--- src/rtl/tp_gpio_edge_capture_if.sv ---
// tp_gpio_edge_capture_if: Avalon-MM word-addressed slave bus used by the test-point GPIO ports
interface tp_gpio_edge_capture_if;
   logic [2:0]  address;
   logic        chipselect;
   logic        write_n;
   logic [31:0] writedata;
   logic [31:0] readdata;
   modport master (output address, chipselect, write_n, writedata, input readdata);
   modport slave (input address, chipselect, write_n, writedata, output readdata);
endinterface

--- src/rtl/tp_gpio_edge_capture.sv ---
// tp_gpio_edge_capture: synchronised test-point inputs with sticky edge capture and maskable irq
module tp_gpio_edge_capture #(
   parameter int WIDTH       = 8,
   parameter int SYNC_STAGES = 2,
   parameter int EDGE_TYPE   = 0
) (
   input  logic                  clk,
   input  logic                  reset,
   tp_gpio_edge_capture_if.slave bus,
   input  logic [WIDTH-1:0]      in_port,
   output logic                  irq
);
   localparam int AW = $clog2(SYNC_STAGES + 2);
   localparam logic [AW-1:0] ARM_MAX = AW'(SYNC_STAGES + 1);
   logic [SYNC_STAGES-1:0][WIDTH-1:0] sync_r;
   logic [WIDTH-1:0] sync_q, prev_q, cap, irqmask, edge_raw, edge_v, clr, rd_mux;
   logic [AW-1:0] arm_cnt;
   logic wr, armed, unused_wd;
   assign sync_q = sync_r[SYNC_STAGES-1];
   assign wr = bus.chipselect & ~bus.write_n;
   assign armed = arm_cnt == ARM_MAX;
   assign unused_wd = ^bus.writedata;
   // edges stay masked until the chain and prev_q hold live input values
   always_comb begin
      edge_raw = EDGE_TYPE == 0 ? sync_q & ~prev_q : EDGE_TYPE == 1 ? ~sync_q & prev_q : sync_q ^ prev_q;
      edge_v = armed ? edge_raw : '0;
      clr = (wr && bus.address == 3'd3) ? bus.writedata[WIDTH-1:0] : '0;
      rd_mux = bus.address == 3'd0 ? sync_q : bus.address == 3'd2 ? irqmask : bus.address == 3'd3 ? cap : '0;
   end
   always_ff @(posedge clk or posedge reset)
      if (reset) begin
         sync_r <= '0;
         prev_q <= '0;
         arm_cnt <= '0;
         cap <= '0;
         irqmask <= '0;
         bus.readdata <= '0;
      end else begin
         sync_r <= {sync_r[SYNC_STAGES-2:0], in_port};
         prev_q <= sync_q;
         if (!armed) arm_cnt <= arm_cnt + 1'b1;
         cap <= (cap & ~clr) | edge_v;
         if (wr && bus.address == 3'd2) irqmask <= bus.writedata[WIDTH-1:0];
         bus.readdata <= 32'(rd_mux);
      end
   assign irq = |(cap & irqmask);
endmodule

--- src/flat_wrapper.sv ---
// flat-port wrapper written by rule: the top's interface ports become plain ports
module tp_gpio_edge_capture_flat 
#(
   parameter int WIDTH       = 8,
   parameter int SYNC_STAGES = 2,
   parameter int EDGE_TYPE   = 0
)
  (clk, reset, in_port, irq, bus_address, bus_chipselect, bus_write_n, bus_writedata, bus_readdata);
  tp_gpio_edge_capture_if bus_i ();
  input  logic clk;
  input  logic reset;
  input  logic [WIDTH-1:0] in_port;
  output logic irq;
  input wire logic [$bits(bus_i.address)-1:0] bus_address;
  input wire logic [$bits(bus_i.chipselect)-1:0] bus_chipselect;
  input wire logic [$bits(bus_i.write_n)-1:0] bus_write_n;
  input wire logic [$bits(bus_i.writedata)-1:0] bus_writedata;
  output wire logic [$bits(bus_i.readdata)-1:0] bus_readdata;
  assign bus_i.address = bus_address;
  assign bus_i.chipselect = bus_chipselect;
  assign bus_i.write_n = bus_write_n;
  assign bus_i.writedata = bus_writedata;
  assign bus_readdata = bus_i.readdata;
  tp_gpio_edge_capture #(.WIDTH(WIDTH), .SYNC_STAGES(SYNC_STAGES), .EDGE_TYPE(EDGE_TYPE)) u_core (.clk(clk), .reset(reset), .bus(bus_i), .in_port(in_port), .irq(irq));
endmodule
--- config.mk ---
export PLATFORM = sky130hd
export DESIGN_NAME = tp_gpio_edge_capture_flat
export DESIGN_NICKNAME = d
export VERILOG_FILES = /design/src/rtl/tp_gpio_edge_capture_if.sv /design/src/rtl/tp_gpio_edge_capture.sv /design/src/flat_wrapper.sv
export SDC_FILE = /design/constraint.sdc
export NUM_CORES = 1
export LEC_CHECK = 0
export BUFFER_PORTS_ARGS = -buffer_cell sky130_fd_sc_hd__buf_2
export CAP_MARGIN = 30
export CORE_MARGIN = 8
export CORE_UTILIZATION = 45
export CTS_BUF_LIST = sky130_fd_sc_hd__clkbuf_2 sky130_fd_sc_hd__clkbuf_4 sky130_fd_sc_hd__clkbuf_8
export CTS_CLUSTER_SIZE = 8
export DETAILED_ROUTE_END_ITERATION = 8
export PLACE_DENSITY = 0.78
export SETUP_SLACK_MARGIN = 0.1
export SYNTH_ARGS = -nofsm -noshare
export SYNTH_HDL_FRONTEND = slang
export SYNTH_SLANG_ARGS = --single-unit
--- constraint.sdc ---
create_clock -name clk -period 1.5 [get_ports clk]
set_clock_uncertainty 0.2 [all_clocks]
set_input_delay 0.225 -clock clk [delete_from_list [all_inputs] [get_ports clk]]
set_output_delay 0.225 -clock clk [all_outputs]
set_load 0.02 [all_outputs]
==> out/metrics.yaml, run 1 <==
cts_max_path_buffers: 2
fin_area_um2: 2540
htree_levels: 2
dieArea_um2: 6910
synth_fa_ha_area_frac: 0.00617
grt_max_degree: 20
hp-class: "primary input to register"
drt-initial-drc-count: 64
io_pins: 80
grt_pass1_vias: 1385
yosys.area_share.simple: 0.0907
antenna_found_initial: 0
synth_compound_area_frac: 0.0740
critPathLaunch: "u_core.irqmask[4]"
remaining_drc_errors: 0
synthCells: 166
ant_nets: 0
overflow: 0
slew_viol_final: 0
crit_arrival_ns: 1.18
avgRoutedWirePerCell_um: 13.4
track_usage: 0.111
seq_area_frac_synth: 0.617
p_sw_mw: 0.682
clk_pin_slew_ns: 0.08
nets: 275
muxShareOfSynthArea: 0.0895
yosys.area_share.xor_xnor: 0.00432
avgSynthCellArea_um2: 12.2
dpl.hpwl_um: 2740
vias: 1285
place_area_um2: 2200
gp_congestion: 0.743
core-area_um2: 4350
drt_first_pass_iters: 4
r2r_start: "u_core.arm_cnt[0]"
hold_path.startpoint: "bus_address[2]"
cap_violations: 0
seqPwrFrac: 0.539
die_h_um: 83.1
dp_worst_setup_slack_ns: -0.0930
period_share: 1.07
area_growth_pct: 25.4
cts_inserted_buffers: 5
start_kind: "register"
ys_types: 20
finalSetupViolCount: 1
drive_above_1_share: 0.333
cts_sinks: 50
period_needed_ns: 1.61
setup_ws_ns: -0.110
ys_warn_count: 0
power_density_nw_per_um2: 1110
max-vdd-ir-drop_mv: 0.564
grt_pass1_wl_um: 6310
cts_root_buf: "clkbuf_8"
total_power_mw: 2.82
required_ns: 1.07
initial_core_util: 0.466
drt-total-wl_um: 3770
row_count: 24
worst_setup_path_end_kind: "output pin"
final_cells: 280
io_buffers: 31
power_leakage_nw: 1.23
syn-cell-area_um2: 2030
power_switching_share: 0.242
diodes: 0
cts_tree: "yes"
synth_seq_cells: 50
place_inst: 250
pwr-share-comb: 0.155
violations: "setup timing"
dieWidth_um: 83.1
critPathMaxFanout: 2
grt_setup_unrepaired: "true"
clkLatencyLatePin_ns: 0.29
synth_top_family_by_area: "buffers and inverters"
max_freq_ghz: 0.621
final_hold_viol_count: 0
viasPerCell: 4.59
clockPowerShare: 0.306
crit_type: "register to output pin"
p_int_mw: 2.14
outcome: "complete, but fails checks"
==> cell type report <==
| type | count | area [um2] |
|---|---|---|
| clock buffers | 8 | 110 |
| multi-input cells | 107 | 647 |
| well taps | 52 | 65.1 |
| fillers | 359 | 1810 |
| inverters | 1 | 7.51 |
| flip-flops and latches | 50 | 1250 |
| repair buffers | 62 | 462 |
==> kinds of logic (layout without fill, tap and decap cells) <==
logic type | count (synthesis) | count (layout)
other | 1 | 24
and+or+nand+nor | 36 | 36
xor gates and xnor gates | 1 | 1
buffers and inverters | 32 | 71
muxes | 17 | 17
adders and majority gates | 1 | 1
AOI/OAI and AO/OA | 28 | 28
DFF | 50 | 50
==> routing by layer <==
| metal | up-vias | wire length (um) | track usage |
|---|---|---|---|
| met5 | - | 0 | 0 |
| met3 | 6 | 204 | 0.0410 |
| met2 | 37 | 1820 | 0.178 |
| met4 | 0 | 79 | 0.0623 |
| li1 | 617 | - | - |
| met1 | 625 | 1660 | 0.126 |
==> what timing repair did <==
action,CTS,global route
endpoints found under the hold margin,33,0
buffers inserted,3,2
pin swaps,1,2
gates resized for setup,4,2
gates cloned,0,0
endpoints found under the setup margin,1,1
hold buffers,17,0
==> synth_stat cells <==
master,count,share of area
o21ai_0,16,0.039
inv_1,1,0.0018
and2_1,1,0.0031
buf_2,3,0.0074
mux2_2,9,0.050
buf_6,3,0.017
clkbuf_1,1,0.0018
a22oi_1,4,0.015
or2_2,8,0.025
conb_1,1,0.0018
nand2_1,24,0.044
ha_1,1,0.0062
mux2i_1,8,0.039
nand4bb_1,1,0.0056
nor2_8,1,0.0099
xnor2_1,1,0.0043
dfrtp_1,50,0.62
buf_4,24,0.089
nand4_1,1,0.0031
a21oi_1,8,0.020
==> worst max-delay path, stage by stage (launching register included) <==
cell and delay [ns]:
dfrtp_1 0.40, a22oi_2 0.19, nand4_1 0.14, buf_6 0.16
==> flip-flops by register name (all words and copies together), names as in the netlist <==
| register | flops |
|---|---|
| u_core.sync_r | 8 |
| u_core.sync_q | 8 |
| u_core.arm_cnt | 2 |
| u_core.bus.readdata | 8 |
| u_core.prev_q | 8 |
| u_core.cap | 8 |
| u_core.irqmask | 8 |
==> power by group through the flow <==
stage               sequential [mW]  combinational, mW  clock, mW
floorplan                      1.54              0.286          0
global placement               1.54              0.348          0
detailed placement             1.54              0.355          0
CTS                            1.52              0.423      0.897
global route                   1.53              0.478      0.956
finish                         1.52              0.436      0.864
==> final timing paths <==
kind                                     endpoint  slack (ns)  depth (start not counted)
min                        u_core.bus.readdata[1]        0.05                          3
max                                           irq       -0.11                          3
max reg2reg                         u_core.cap[3]        0.24                          4
max in group asynchronous           u_core.cap[4]        0.42                          4
min reg2reg                      u_core.sync_q[7]        0.15                          0
min in group asynchronous        u_core.sync_r[0]        0.27                          3
==> through the flow <==
step	util	TNS, ns	hold WS (ns)
6_report	0.584	-0.110	0.0546
5_1_grt	0.584	-0.186	0.0445
4_1_cts	0.578	-0.117	0.0464
3_5_place_dp	0.505	-0.747	0.0615
3_3_place_gp	0.505	-0.498	0.0605
2_1_floorplan	-	0	0.0564
==> layout by cell type, fill, tap and decap left out <==
master	synthesis	layout
o21ai_0	16	16
conb_1	1	24
clkinvlp_4	0	1
buf_4	24	12
xnor2_1	1	1
dlygate4sd3_1	0	17
or2_2	8	8
dfrtp_1	50	50
mux2i_1	8	8
buf_12	0	2
buf_2	3	30
buf_6	3	1
a21oi_1	8	8
clkbuf_8	0	8
nand4_1	1	1
and2_1	1	1
nand4bb_1	1	1
ha_1	1	1
a22oi_2	0	4
nand2_1	24	24
nor2_8	1	1
mux2_2	9	9
Power figures use the tool's default switching activity.
==> run 2: changes to the inputs <==
--- a/config.mk
+++ b/config.mk
@@ -5,11 +5,11 @@
 export SDC_FILE = /design/constraint.sdc
 export NUM_CORES = 1
 export LEC_CHECK = 0
-export BUFFER_PORTS_ARGS = -buffer_cell sky130_fd_sc_hd__buf_2
+export BUFFER_PORTS_ARGS = -buffer_cell sky130_fd_sc_hd__buf_4
 export CAP_MARGIN = 30
 export CORE_MARGIN = 8
 export CORE_UTILIZATION = 45
-export CTS_BUF_LIST = sky130_fd_sc_hd__clkbuf_2 sky130_fd_sc_hd__clkbuf_4 sky130_fd_sc_hd__clkbuf_8
+export CTS_BUF_LIST = sky130_fd_sc_hd__clkbuf_8
 export CTS_CLUSTER_SIZE = 8
 export DETAILED_ROUTE_END_ITERATION = 8
 export PLACE_DENSITY = 0.78
==> out/metrics.yaml, run 2 (synthesis results as in run 1) <==
outcome: "complete, but fails checks"
violations: "setup timing"
cp_top_family: "flip-flops"
htree_levels: 2  # unchanged
critPathMaxStageDelay_ns: 0.41  # about the same
place_area_um2: 2250  # +2.5%
final_hold_viol_count: 0  # unchanged
grt_max_degree: 20  # unchanged
drt_first_pass_iters: 2  # -2
io_buffers: 31  # unchanged
dieArea_um2: 6910  # unchanged
grt_pass1_vias: 1395  # +0.72%
fill_cells: 349  # -2.8%
die_h_um: 83.1  # unchanged
power_leakage_nw: 1.22  # -0.43%
finalSetupViolCount: 1  # unchanged
period_needed_ns: 1.63  # +0.0157 ns
viasPerCell: 4.59  # about the same
vias: 1266  # -1.5%
hp-class: "primary input to register"
remaining_drc_errors: 0  # unchanged
avgRoutedWirePerCell_um: 13.7  # +1.9%
cts_max_path_buffers: 2  # unchanged
antenna_found_initial: 0  # unchanged
initial_core_util: 0.466  # unchanged
cts_inserted_buffers: 5  # unchanged
drt-initial-drc-count: 72  # +13%
io_pins: 80  # unchanged
drt-total-wl_um: 3780  # +0.42%
grt_setup_unrepaired: "true"
critPathMaxFanout: 3  # +1
drive_above_1_share: 0.317  # -0.0164
mostFrequentLayoutCells: "dfrtp_1 (50), buf_4 (39), nand2_1 (24), conb_1 (24), dlygate4sd3_1 (17)"
max_freq_ghz: 0.615  # -0.97%
final_cells: 276  # -1.4%
crit_slowest_cell: "dfrtp_1"
track_usage: 0.113  # +0.00172
final_common_cell: "dfrtp_1"
crit_type: "register to output pin"
power_density_nw_per_um2: 1070  # -3.4%
cp_num_buf_inv: 1  # unchanged
path_cells: "a22oi_2, nand4_1, buf_4"
setup_ws_ns: -0.125  # -0.0157 ns
cts_sinks: 50  # unchanged
slew_viol_final: 0  # unchanged
crit_arrival_ns: 1.20  # +0.02 ns
cap_violations: 0  # unchanged
required_ns: 1.07  # about the same
core-area_um2: 4350  # unchanged
dieWidth_um: 83.1  # unchanged
grt_pass1_wl_um: 6400  # +1.4%
clkLatencyLatePin_ns: 0.29  # about the same
area_growth_pct: 26.5
max-vdd-ir-drop_mv: 0.432  # -23%
diodes: 0  # unchanged
period_share: 1.08  # +0.0105
clk_pin_slew_ns: 0.09  # about the same
overflow: 0  # unchanged
nets: 271  # -1.5%
cts_tree: "yes"
ant_nets: 0  # unchanged
gp_congestion: 0.736  # -0.93%
cts_root_buf: "clkbuf_8"
total_power_mw: 2.75  # -2.5%
place_inst: 247  # -1.2%
row_count: 24  # unchanged
worst_setup_path_end_kind: "output pin"
fin_area_um2: 2560  # +0.89%
dpl.hpwl_um: 2640  # -3.7%
start_kind: "register"
-- run 2: changes by cell type in the layout (fill, tap and decap cells not counted) --
cell      previous run  this run
inv_1                0         1
buf_6                1         0
clkinv_2             0         1
clkbuf_8             8         6
buf_2               30         0
buf_4               12        39
-- run 2: area by class of cell --
cell class,count,area (um2),share of cell area
clock buffer,6,82.6,0.0322
clock inverter,2,8.76,0.00341
inverter,1,7.51,0.00293
multi-input combinational,107,647,0.252
sequential,50,1250,0.488
tap,52,65.1,0.0254
timing repair buffer,58,503,0.196
-- run 2: worst reg2reg max path: stages (launching register included) --
cell     delay, ns
dfrtp_1       0.40
ha_1          0.22
buf_4         0.18
nand2_1       0.06
o21ai_0       0.07
-- run 2: worst paths after layout --
kind                                    from                      to  slack [ns]  cells past startpoint
max reg2reg                u_core.arm_cnt[0]           u_core.cap[3]        0.24                      4
min reg2reg                 u_core.sync_r[7]        u_core.sync_q[7]        0.14                      0
max                            u_core.cap[5]                     irq       -0.13                      3
min                           bus_address[2]  u_core.bus.readdata[4]        0.04                      3
min in group asynchronous              reset           u_core.cap[5]        0.29                      3
max in group asynchronous              reset  u_core.bus.readdata[2]        0.39                      4
-- run 2: through the flow --
stage / worst slack, ns / hold WS, ns / TNS, ns / utilization
after global routing: -0.192 / 0.0343 / -0.192 / 0.589
after global placement: -0.0768 / 0.0650 / -0.597 / 0.518
after floorplan: 0.0530 / 0.0564 / 0 / -
final: -0.125 / 0.0411 / -0.125 / 0.589
after CTS: -0.151 / 0.0305 / -0.151 / 0.583
after detailed placement: -0.0932 / 0.0668 / -0.723 / 0.518
-- run 2: layer usage --
metal | wire length, um | up-vias | global-route usage
li1 | - | 612 | -
met1 | 1700 | 615 | 0.126
met2 | 1820 | 34 | 0.182
met3 | 210 | 5 | 0.0479
met4 | 60 | 0 | 0.0543
met5 | 0 | - | 0
-- run 2: what timing repair did --
action | in CTS | in global routing
pin swaps | 0 | 0
hold buffers | 17 | 0
gates resized for setup | 3 | 1
buffers inserted | 1 | 3
hold endpoints to repair | 33 | 0
endpoints found under the setup margin | 1 | 1
-- run 2: power breakdown --
part / internal [mW] / leakage (nW) / total [mW] / switching, mW
clock network: 0.365 / 0.0524 / 0.775 / 0.410
logic: 0.237 / 0.596 / 0.451 / 0.214
registers: 1.45 / 0.573 / 1.52 / 0.0704
==> run 3: changes to the inputs <==
--- a/config.mk
+++ b/config.mk
@@ -5,7 +5,7 @@
 export SDC_FILE = /design/constraint.sdc
 export NUM_CORES = 1
 export LEC_CHECK = 0
-export BUFFER_PORTS_ARGS = -buffer_cell sky130_fd_sc_hd__buf_4
+export BUFFER_PORTS_ARGS = -buffer_cell sky130_fd_sc_hd__clkbuf_2
 export CAP_MARGIN = 30
 export CORE_MARGIN = 8
 export CORE_UTILIZATION = 45
==> out/metrics.yaml, run 3 (synthesis results as in run 1) <==
outcome: "complete, but fails checks"
violations: "setup timing"
die_h_um: 83.1  # unchanged
clockPowerShare: 0.277  # -0.005
drt-initial-drc-count: 50  # -31%
vias: 1262  # -0.32%
crit_arrival_ns: 1.20  # about the same
nets: 271  # unchanged
fin_area_um2: 2470  # -3.7%
dpl.hpwl_um: 2610  # -1.2%
worst_setup_path_end_kind: "output pin"
htree_levels: 2  # unchanged
setup_ws_ns: -0.124  # +0.00106 ns
seqPwrFrac: 0.568  # +0.014
grt_max_degree: 51  # +160%
row_count: 24  # unchanged
power_leakage_nw: 1.19  # -2.6%
period_needed_ns: 1.62  # -0.00106 ns
crit_type: "register to output pin"
track_usage: 0.107  # -0.00636
fill_cells: 379  # +8.6%
hold-worst-slack_ns: 0.0526  # +0.0115 ns
total_power_mw: 2.68  # -2.5%
overflow: 0  # unchanged
cap_violations: 0  # unchanged
power_switching_share: 0.249  # -0.00317
start_kind: "register"
viasPerCell: 4.61  # +0.41%
cts_max_path_buffers: 2  # unchanged
max-vdd-ir-drop_mv: 0.576  # +33%
cts_tree: "yes"
final_common_cell: "dfrtp_1"
diodes: 0  # unchanged
place_area_um2: 2170  # -3.7%
area_growth_pct: 21.8
clkLatencyLatePin_ns: 0.29  # about the same
grt_pass1_vias: 1397  # +0.14%
drive_above_1_share: 0.311  # -0.00615
pwr-share-comb: 0.155  # -0.009
io_pins: 80  # unchanged
period_share: 1.08  # about the same
final_hold_viol_count: 0  # unchanged
finalSetupViolCount: 1  # unchanged
power_density_nw_per_um2: 1080  # +1.2%
dieWidth_um: 83.1  # unchanged
clk_pin_slew_ns: 0.08  # about the same
p_int_mw: 2.01  # -2.1%
grt_pass1_wl_um: 6180  # -3.5%
gp_congestion: 0.740  # +0.61%
critPathLaunch: "u_core.irqmask[5]"
mostFrequentLayoutCells: "dfrtp_1 (50), clkbuf_2 (30), nand2_1 (24), conb_1 (24), dlygate4sd3_1 (17)"
initial_core_util: 0.466  # unchanged
core-area_um2: 4350  # unchanged
max_freq_ghz: 0.616  # about the same
required_ns: 1.07  # about the same
r2r_start: "u_core.arm_cnt[0]"
hp-class: "primary input to register"
cts_root_buf: "clkbuf_8"
critPathMaxFanout: 2  # -1
ant_nets: 0  # unchanged
antenna_found_initial: 0  # unchanged
hold_path.startpoint: "bus_address[2]"
grt_setup_unrepaired: "true"
setup_tns_ns: -0.124  # +0.00106 ns
drt-total-wl_um: 3700  # -2.2%
p_sw_mw: 0.668  # -3.8%
cts_inserted_buffers: 5  # unchanged
slew_viol_final: 0  # unchanged
remaining_drc_errors: 0  # unchanged
avgRoutedWirePerCell_um: 13.5  # -1.5%
drt_first_pass_iters: 4  # +2
cts_sinks: 50  # unchanged
dieArea_um2: 6910  # unchanged
io_buffers: 31  # unchanged
==> run 3: area by class of cell <==
cell class / count / area, um2 / share of cell area
inverter: 1 / 7.51 / 0.00304
sequential: 50 / 1250 / 0.507
tap: 52 / 65.1 / 0.0263
clock buffer: 6 / 82.6 / 0.0334
multi-input combinational: 107 / 642 / 0.260
timing repair buffer: 58 / 422 / 0.171
==> run 3: power groups by stage <==
stage / combinational, mW / sequential [mW] / clock [mW]
3_3_place_gp: 0.338 / 1.54 / 0
2_1_floorplan: 0.286 / 1.54 / 0
3_5_place_dp: 0.348 / 1.55 / 0
4_1_cts: 0.418 / 1.52 / 0.769
6_report: 0.416 / 1.52 / 0.741
5_1_grt: 0.455 / 1.53 / 0.824
==> run 3: path summary, 6_finish.rpt <==
check,endpoint,slack [ns],depth (start not counted)
hold reg to reg,u_core.sync_q[2],0.15,0
min in group asynchronous,u_core.sync_r[1],0.32,4
setup reg to reg,u_core.cap[5],0.24,4
hold / removal,u_core.bus.readdata[1],0.05,3
setup / recovery,irq,-0.12,3
max in group asynchronous,u_core.sync_r[7],0.56,4
==> run 3: critical path, cell delays in order, from the launching register on <==
cell      delay, ns
dfrtp_1        0.40
a22oi_2        0.20
nand4_1        0.14
clkbuf_8       0.18
==> run 3: repair_timing <==
action                                 CTS  global route
resized for setup                        5             0
setup buffers                            3             0
endpoints found under the hold margin   66             0
hold buffers                            17             0
pin swaps                                3             0
setup endpoints to repair                1             1
==> run 3: stage by stage <==
step                      cells  utilization  setup WS (ns)
after floorplan             189            -         0.0530
after global placement      248        0.499        -0.0564
after detailed placement    248        0.499         -0.106
after CTS                   274        0.567         -0.151
after global routing        274        0.567         -0.203
final                       274        0.567         -0.124
==> run 3: layer usage <==
metal | track usage | wire [um] | up-vias
met1 | 0.115 | 1590 | 604
li1 | - | - | 613
met4 | 0.0335 | 36 | 0
met5 | 0 | 0 | -
met2 | 0.182 | 1820 | 41
met3 | 0.0469 | 249 | 4
